===== src/rtl/frame_writer.sv =====
// frame_writer: drains the compute-side pixel-out FIFO into SDRAM in fixed-length
// write bursts. It walks one frame linearly from address 0, pulses frame-done after
// the last word and wraps back to 0. The SDRAM interface is shared with the scan-out
// read path through a request/grant pair owned by the top-level arbiter.
module frame_writer #(
    parameter int WRITE_BURST_LENGTH = 8,
    parameter int FRAME_WORDS        = 96000,
    parameter int FIFO_DEPTH         = 1024
) (
    input  logic                          i_Clk,
    input  logic                          i_Reset,
    input  logic [$clog2(FIFO_DEPTH)-1:0] i_Pixel_Out_Used,
    input  logic [31:0]                   i_Pixel_Out_Data,
    input  logic                          i_Data_Write_Done,
    input  logic                          i_Grant,
    input  logic                          i_Frame_Start,
    output logic                          o_Request,
    output logic [1:0]                    o_Command,
    output logic [21:0]                   o_Data_Address,
    output logic [31:0]                   o_Data_Write,
    output logic                          o_FIFO_Rd,
    output logic                          o_Frame_Done
);

    // Command encodings shared with the SDRAM controller and the read path.
    localparam logic [1:0] CMD_IDLE  = 2'b00;
    localparam logic [1:0] CMD_WRITE = 2'b10;

    localparam int USED_W  = $clog2(FIFO_DEPTH);
    localparam int COUNT_W = (WRITE_BURST_LENGTH > 1) ? $clog2(WRITE_BURST_LENGTH) : 1;

    localparam logic [USED_W-1:0]  BURST_USED  = USED_W'(WRITE_BURST_LENGTH);
    localparam logic [COUNT_W-1:0] BURST_LOAD  = COUNT_W'(WRITE_BURST_LENGTH - 1);
    localparam logic [21:0]        LAST_ADDR   = 22'(FRAME_WORDS - 1);

    typedef enum logic [1:0] {
        ST_IDLE  = 2'd0,
        ST_REQ   = 2'd1,
        ST_WRITE = 2'd2
    } state_t;

    state_t               state_q, state_d;
    logic [21:0]          addr_q, addr_d;
    logic [COUNT_W-1:0]   count_q, count_d;
    logic                 pending_q, pending_d;
    logic                 done_q, done_d;
    logic                 request_q, request_d;
    logic [1:0]           command_q, command_d;
    logic                 accept;

    // A word is accepted only while the registered command says WRITE; the
    // pop and the data pass-through are combinational so the show-ahead head
    // word is presented with zero latency.
    always_comb begin
        accept         = (command_q == CMD_WRITE) && i_Data_Write_Done;
        o_FIFO_Rd      = accept;
        o_Data_Write   = i_Pixel_Out_Data;
        o_Request      = request_q;
        o_Command      = command_q;
        o_Data_Address = addr_q;
        o_Frame_Done   = done_q;
    end

    // Next-state logic: burst sequencing, address walk with frame wrap, and
    // frame-start handling (deferred to the end of a burst once one has begun).
    always_comb begin
        state_d   = state_q;
        addr_d    = addr_q;
        count_d   = count_q;
        pending_d = pending_q;
        done_d    = 1'b0;

        case (state_q)
            ST_IDLE: begin
                if (i_Pixel_Out_Used >= BURST_USED) begin
                    state_d = ST_REQ;
                end
                if (i_Frame_Start) begin
                    addr_d = '0;
                end
            end

            ST_REQ: begin
                if (i_Grant) begin
                    state_d = ST_WRITE;
                    count_d = BURST_LOAD;
                end
                if (i_Frame_Start) begin
                    addr_d = '0;
                end
            end

            ST_WRITE: begin
                if (i_Frame_Start) begin
                    pending_d = 1'b1;
                end
                if (accept) begin
                    count_d = count_q - COUNT_W'(1);
                    if (addr_q == LAST_ADDR) begin
                        addr_d = '0;
                        done_d = 1'b1;
                    end else begin
                        addr_d = addr_q + 22'd1;
                    end
                    if (count_q == '0) begin
                        state_d = ST_IDLE;
                        if (pending_q || i_Frame_Start) begin
                            addr_d = '0;
                        end
                        pending_d = 1'b0;
                    end
                end
            end

            default: begin
                state_d = ST_IDLE;
            end
        endcase

        request_d = (state_d != ST_IDLE);
        command_d = (state_d == ST_WRITE) ? CMD_WRITE : CMD_IDLE;
    end

    // State and registered outputs; reset aborts any burst in flight.
    always_ff @(posedge i_Clk) begin
        if (i_Reset) begin
            state_q   <= ST_IDLE;
            addr_q    <= '0;
            count_q   <= '0;
            pending_q <= 1'b0;
            done_q    <= 1'b0;
            request_q <= 1'b0;
            command_q <= CMD_IDLE;
        end else begin
            state_q   <= state_d;
            addr_q    <= addr_d;
            count_q   <= count_d;
            pending_q <= pending_d;
            done_q    <= done_d;
            request_q <= request_d;
            command_q <= command_d;
        end
    end

endmodule

===== config.mk =====
export PLATFORM = sky130hd
export DESIGN_NAME = frame_writer
export DESIGN_NICKNAME = d
export VERILOG_FILES = /design/src/rtl/frame_writer.sv
export SDC_FILE = /design/constraint.sdc
export NUM_CORES = 1
export LEC_CHECK = 0
export BUFFER_PORTS_ARGS = -buffer_cell sky130_fd_sc_hd__buf_2
export CORE_MARGIN = 2
export CORE_UTILIZATION = 30
export CTS_BUF_LIST = sky130_fd_sc_hd__clkbuf_8
export DETAILED_ROUTE_END_ITERATION = 10
export RECOVER_POWER = 50
export SLEW_MARGIN = 20
export SYNTH_ARGS = -nofsm -noshare
export SYNTH_HDL_FRONTEND = slang
export SYNTH_SLANG_ARGS = --single-unit
export TNS_END_PERCENT = 50

===== constraint.sdc =====
create_clock -name i_Clk -period 5.2 [get_ports i_Clk]
set_input_delay 0.26 -clock i_Clk [delete_from_list [all_inputs] [get_ports i_Clk]]
set_output_delay 0.26 -clock i_Clk [all_outputs]
set_load 0.01 [all_outputs]

## Yosys cells after proc, flatten, opt, wreduce, memory -nomap -nowiden

Index checks and enable logic that the tools add are counted.

- Reductions and logical operators: 11
- $mul: 0
- Bitwise operators: 2
- $lt $le $gt $ge: 1
- Equality and inequality tests: 8
- Div/mod/pow operators: 0
- Shift-type cells: 0
- Multiplexer cells: 19
- Add/sub/neg operators: 2

Operators with widths:

| kind | number |
|---|---|
| $mux W22 | 5 |
| $pmux W22 S2 | 1 |
| $add A22 B1 Y22 const B | 1 |
| $eq A22 B17 Y1 const B | 1 |
| $ge A10 B4 Y1 const B | 1 |
| $mux W2 | 5 |
| $eq A2 B2 Y1 const B | 3 |
| $mux W3 | 2 |
| $pmux W2 S3 | 1 |
| $pmux W3 S2 | 1 |
| $reduce_and A3 Y1 | 2 |
| $reduce_bool A2 Y1 | 3 |
| $mux W1 | 4 |
| $ne A2 B2 Y1 const B | 2 |
| $logic_not A3 Y1 | 1 |
| $reduce_or A3 Y1 | 1 |
| $sub A3 B1 Y3 const B | 1 |
| $eq A2 B1 Y1 const B | 1 |
| $logic_not A2 Y1 | 1 |
| $ne A2 B1 Y1 const B | 1 |
| $not A1 Y1 | 2 |
| $reduce_or A2 Y1 | 1 |
| $logic_and A1 B1 Y1 | 1 |
| $logic_or A1 B1 Y1 | 1 |

- Register bits after elaboration: 32
- Output and inout bits: 59
- Memory bits (writable): 0
- Word-level logic and storage cells: 50
- Bits in latches: 0
- Memories: 0
- Memory bits (read-only): 0

## Logic depth before layout (Yosys ltp)

- Depth after elaboration: 6
- Depth in mapped cells: 8

## Least setup slack after synthesis

Ideal clock, no wire load.

- Path type: flip-flop to flip-flop
- Start point: register addr_q[0] (netlist: o_Data_Address[0])
- End point: register addr_q[14] (netlist: o_Data_Address[14])
- Slack: 3.426 ns
- Stages on the path, launching flop included: 7
- Setup time: 0.117 ns
- Data arrival time: 1.657 ns
- Cells stage by stage: dfxtp_1 -> ha_1 -> nand3_1 -> nor3_1 -> nand3_1 -> xnor2_1 -> a22o_1

- Word-level cells in the longest chain between the ends: 6
- Elaborated cells on any way between the ends: 7

Ends and longest elaborated chain:

| item | line | source |
|---|---|---|
| start: declaration | 43 | `logic [21:0] addr_q, addr_d;` |
| start signal: assignment | 136 | `addr_q <= addr_d;` |
| $add A22 B1 Y22 / $eq A22 B17 Y1 (equally long branches) | 103, 99 |  |
| $mux W22 * | 99 | `if (addr_q == LAST_ADDR) begin` |
| $mux W22 | 107 | `if (pending_q \|\| i_Frame_Start) begin` |
| $mux W22 * | 105 | `if (count_q == '0) begin` |
| $mux W22 * | 97 | `if (accept) begin` |
| $pmux W22 S2 * | 73 | `case (state_q)` |

Every way passes the cells marked *; elsewhere a longest branch is shown, timed or not. The select of a mux whose other input is x is not followed.
A chain may end at the register's enable or synchronous reset.

## Worst setup path in the final report

- Start point: register count_q[0]
- End point: register addr_q[13] (netlist: o_Data_Address[13])

- Word-level cells in the longest chain between the ends: 4

Ends and longest elaborated chain:

| item | line | source |
|---|---|---|
| start: declaration | 44 | `logic [COUNT_W-1:0] count_q, count_d;` |
| start signal: assignment | 137 | `count_q <= count_d;` |
| $logic_not A3 Y1 | 105 |  |
| $mux W22 | 105 |  |
| $mux W22 | 97 |  |
| $pmux W22 S2 | 73 |  |

No other way between the ends. The select of a mux whose other input is x is not followed.

==> results.yml <==
placed_design:
  detailed_place_hpwl_um: 2950
  portBuffers: 37
  post_detailed_placement_cell_area_mm2: 0.00187
  dpl_worst_slack_ns: 3.09
  gp_congestion: 0.803
synthesis:
  synth_seq_cells: 31
  ys_types: 44
  synthesis.nets: 283
  netlist_area_mm2: 0.00187
  synth_flop_cell: "sky130_fd_sc_hd__dfxtp_1"
  post_synth.cell_area_avg_um2: 8.01
  syn_inst: 233
  synth-seq-area-share: 0.332
  ys.warnings.count: 0
  synth_async_sr_flop_share: 0
  number_of_enable_flip_flop_cells_after_synthesis: 0
grt:
  first_global_vias: 1540
  first_pass_grt_wire_length_um: 7210
  grt_antenna_before_repair: 0
  overflow: 0
  grtUsageTotal: 0.125
  grt_max_degree: 25
cts:
  cts_tree: "built"
  cts_resized: 0
  worst_skew_pair.late_latency_ns: 0.29
  post_cts_hold_buffer_count: 0
  setup_fix_bufs_post_cts: 0
  cts_htree_levels: 2
  worst_setup_hold_path_clk_slew_ns: 0.07
  cts_made_buffers: 5
  clockRootBuffer: "sky130_fd_sc_hd__clkbuf_8"
  cts.sink_count: 31
  clk_path_buf_depth: 2
setup_path:
  arrival_worst_endpoint_ns: 2.30
  timing.critical_path.fanout_max: 18
  reg_to_reg_start: "count_q[0]$_SDFFE_PP0P_"
  required_ns: 5.41
  crit_path_start: "count_q[0]$_SDFFE_PP0P_"
  worstSetupEndpointType: "flop"
  worstSetupStartpointType: "flop"
  worstSetupPathType: "flop to flop"
finish:
  layout_commonest_cell: "sky130_fd_sc_hd__dfxtp_1"
  finalNetCount: 287
  most-common-layout-cells: "sky130_fd_sc_hd__dfxtp_1 (31), sky130_fd_sc_hd__buf_2 (26), sky130_fd_sc_hd__nand2_1 (24)"
  antenna-diode-count: 0
  final_layout_size_suffix_gt1_frac: 0.155
  layout-area-overhead-vs-synth_pct: 4.76
  area_of_all_placed_cells_without_fillers_mm2: 0.00196
pwr:
  static-leakage-power_nw: 0.712
  sequential_power_share: 0.498
  power_density_mw_per_mm2: 253
  vdd_drop_max_v: 0.0000703
  netSwitchingFraction: 0.242
  comb_power_share: 0.077
  p_switching_mw: 0.119
  post-layout-total-power_mw: 0.494
  clkPwrFrac: 0.425
  p_int_mw: 0.375
sta:
  fin_skew_ns: 0.00551
  layout_min_cycle_time_ns: 2.09
  timing.final.hold_violations: 0
  final_min_period_over_clock_period: 0.402
  achievable-frequency_mhz: 478
  final-max-slew-violation-count: 0
  layout_setup_ws_ns: 3.11
  finalSetupTns_ns: 0
  worst_max_slew_pin_slew_ns: 0.782
  grt_setup_unrepaired: "no"
  setup_viol_count_final: 0
  headroom_to_the_max_slew_limit: 0.475
route:
  dr_wl_met3_um: 304
  wire_per_inst_um: 13.4
  antenna_violating_nets_post_route: 0
  wl_um: 4210
  detailedRoute.firstIterationViolations: 110
  post-route-drc-count: 0
  count_of_vias_placed_by_the_detailed_router: 1603
  met1Wirelength_um: 1950
  drt-vias-per-instance: 5.12
  detail_route.first_pass.iterations: 4
  top_layer_used: "met4"
  met2_wirelength_um: 1910
floorplanning:
  initial_core_util: 0.313
  design.die.area_mm2: 0.00687
  number_of_top_level_pins: 106
  core_area_mm2: 0.00596
  placement_rows: 28
  dieWidth_um: 82.9
  floorplan_die_height_um: 82.9
job:
  maxCapViolations: 0
hold_path:
  hp-class: "primary input to flop"
  hp-start: "i_Grant"
status:
  run_status: "complete, no violations"
[stage by stage]
step / hold slack (ns) / instances / util
2_1_floorplan: 0.337 / 233 / -
3_3_place_gp: 0.460 / 305 / 0.314
3_5_place_dp: 0.457 / 305 / 0.314
4_1_cts: 0.263 / 313 / 0.331
5_1_grt: 0.280 / 313 / 0.328
6_report: 0.261 / 313 / 0.328
[flip-flops by register name (all words and copies together), names as in the netlist]
signal / flops
count_q: 3
o_Request: 1
o_Data_Address: 22
o_Command: 1
state_q: 2
pending_q: 1
o_Frame_Done: 1
[layer usage]
| metal | track usage | vias to the layer above |
|---|---|---|
| met1 | 0.160 | 752 |
| li1 | - | 802 |
| met3 | 0.0417 | 8 |
| met5 | 0 | - |
| met4 | 0.0492 | 0 |
| met2 | 0.194 | 41 |
[worst max-delay path, stage by stage, from the launching register on]
cell	delay (ns)
sky130_fd_sc_hd__dfxtp_1	0.35
sky130_fd_sc_hd__inv_1	0.07
sky130_fd_sc_hd__ha_1	0.20
sky130_fd_sc_hd__nor2b_1	0.15
sky130_fd_sc_hd__a21o_1	0.22
sky130_fd_sc_hd__a21oi_4	0.39
sky130_fd_sc_hd__or4b_1	0.47
sky130_fd_sc_hd__a31oi_1	0.17
[final cells by class]
| class | instances | area [µm²] |
|---|---|---|
| Clock inverter | 1 | 3.75 |
| Fill cell | 665 | 4000 |
| Timing Repair Buffer | 37 | 171 |
| Inverter | 4 | 15.0 |
| Multi-Input combinational cell | 158 | 955 |
| Clock buffer | 7 | 96.3 |
| Sequential cell | 31 | 621 |
| Tap cell | 75 | 93.8 |
[cells in the mapped netlist, types with 4 or more instances]
master                     number  area (µm²)
sky130_fd_sc_hd__nand4_1        5        31.3
sky130_fd_sc_hd__nand3_1       21         105
sky130_fd_sc_hd__nor2_1        14        52.6
sky130_fd_sc_hd__a31oi_1        9        56.3
sky130_fd_sc_hd__xor2_1         6        52.6
sky130_fd_sc_hd__nand2_1       24        90.1
sky130_fd_sc_hd__and3_1         5        31.3
sky130_fd_sc_hd__dfxtp_1       31         621
sky130_fd_sc_hd__nor3_1         4        20.0
sky130_fd_sc_hd__nand4b_1       4        35.0
sky130_fd_sc_hd__inv_1          4        15.0
sky130_fd_sc_hd__buf_4         33         248
sky130_fd_sc_hd__clkbuf_1       5        18.8
sky130_fd_sc_hd__nor4_1         6        37.5
sky130_fd_sc_hd__a21oi_1       13        65.1
[power by group through the flow]
stage | combinational [mW] | sequential [mW] | clock [mW]
floorplan | 0.0513 | 0.252 | 0
global placement | 0.0377 | 0.252 | 0
detailed placement | 0.0384 | 0.252 | 0
finish | 0.0381 | 0.246 | 0.210
CTS | 0.0388 | 0.246 | 0.216
global route | 0.0433 | 0.247 | 0.226
[cells by family after synthesis]
group           share of synthesized area
simple gates                        0.306
xor+xnor                           0.0328
buf+inv                             0.156
mux                               0.00536
compound gates                      0.145
flops                               0.332
other cells                       0.00201
fa+ha+maj                          0.0201
[worst paths after layout]
path                                           to  slack [ns]  cells after the start
hold / removal              state_q[0]$_SDFF_PP0_        0.26                      3
setup reg to reg  o_Data_Address[13]$_SDFFE_PP0P_        3.11                      7
setup / recovery  o_Data_Address[13]$_SDFFE_PP0P_        3.11                      7
hold reg to reg           count_q[0]$_SDFFE_PP0P_        0.47                      1
No activity file was read; power rests on OpenSTA's default activity.
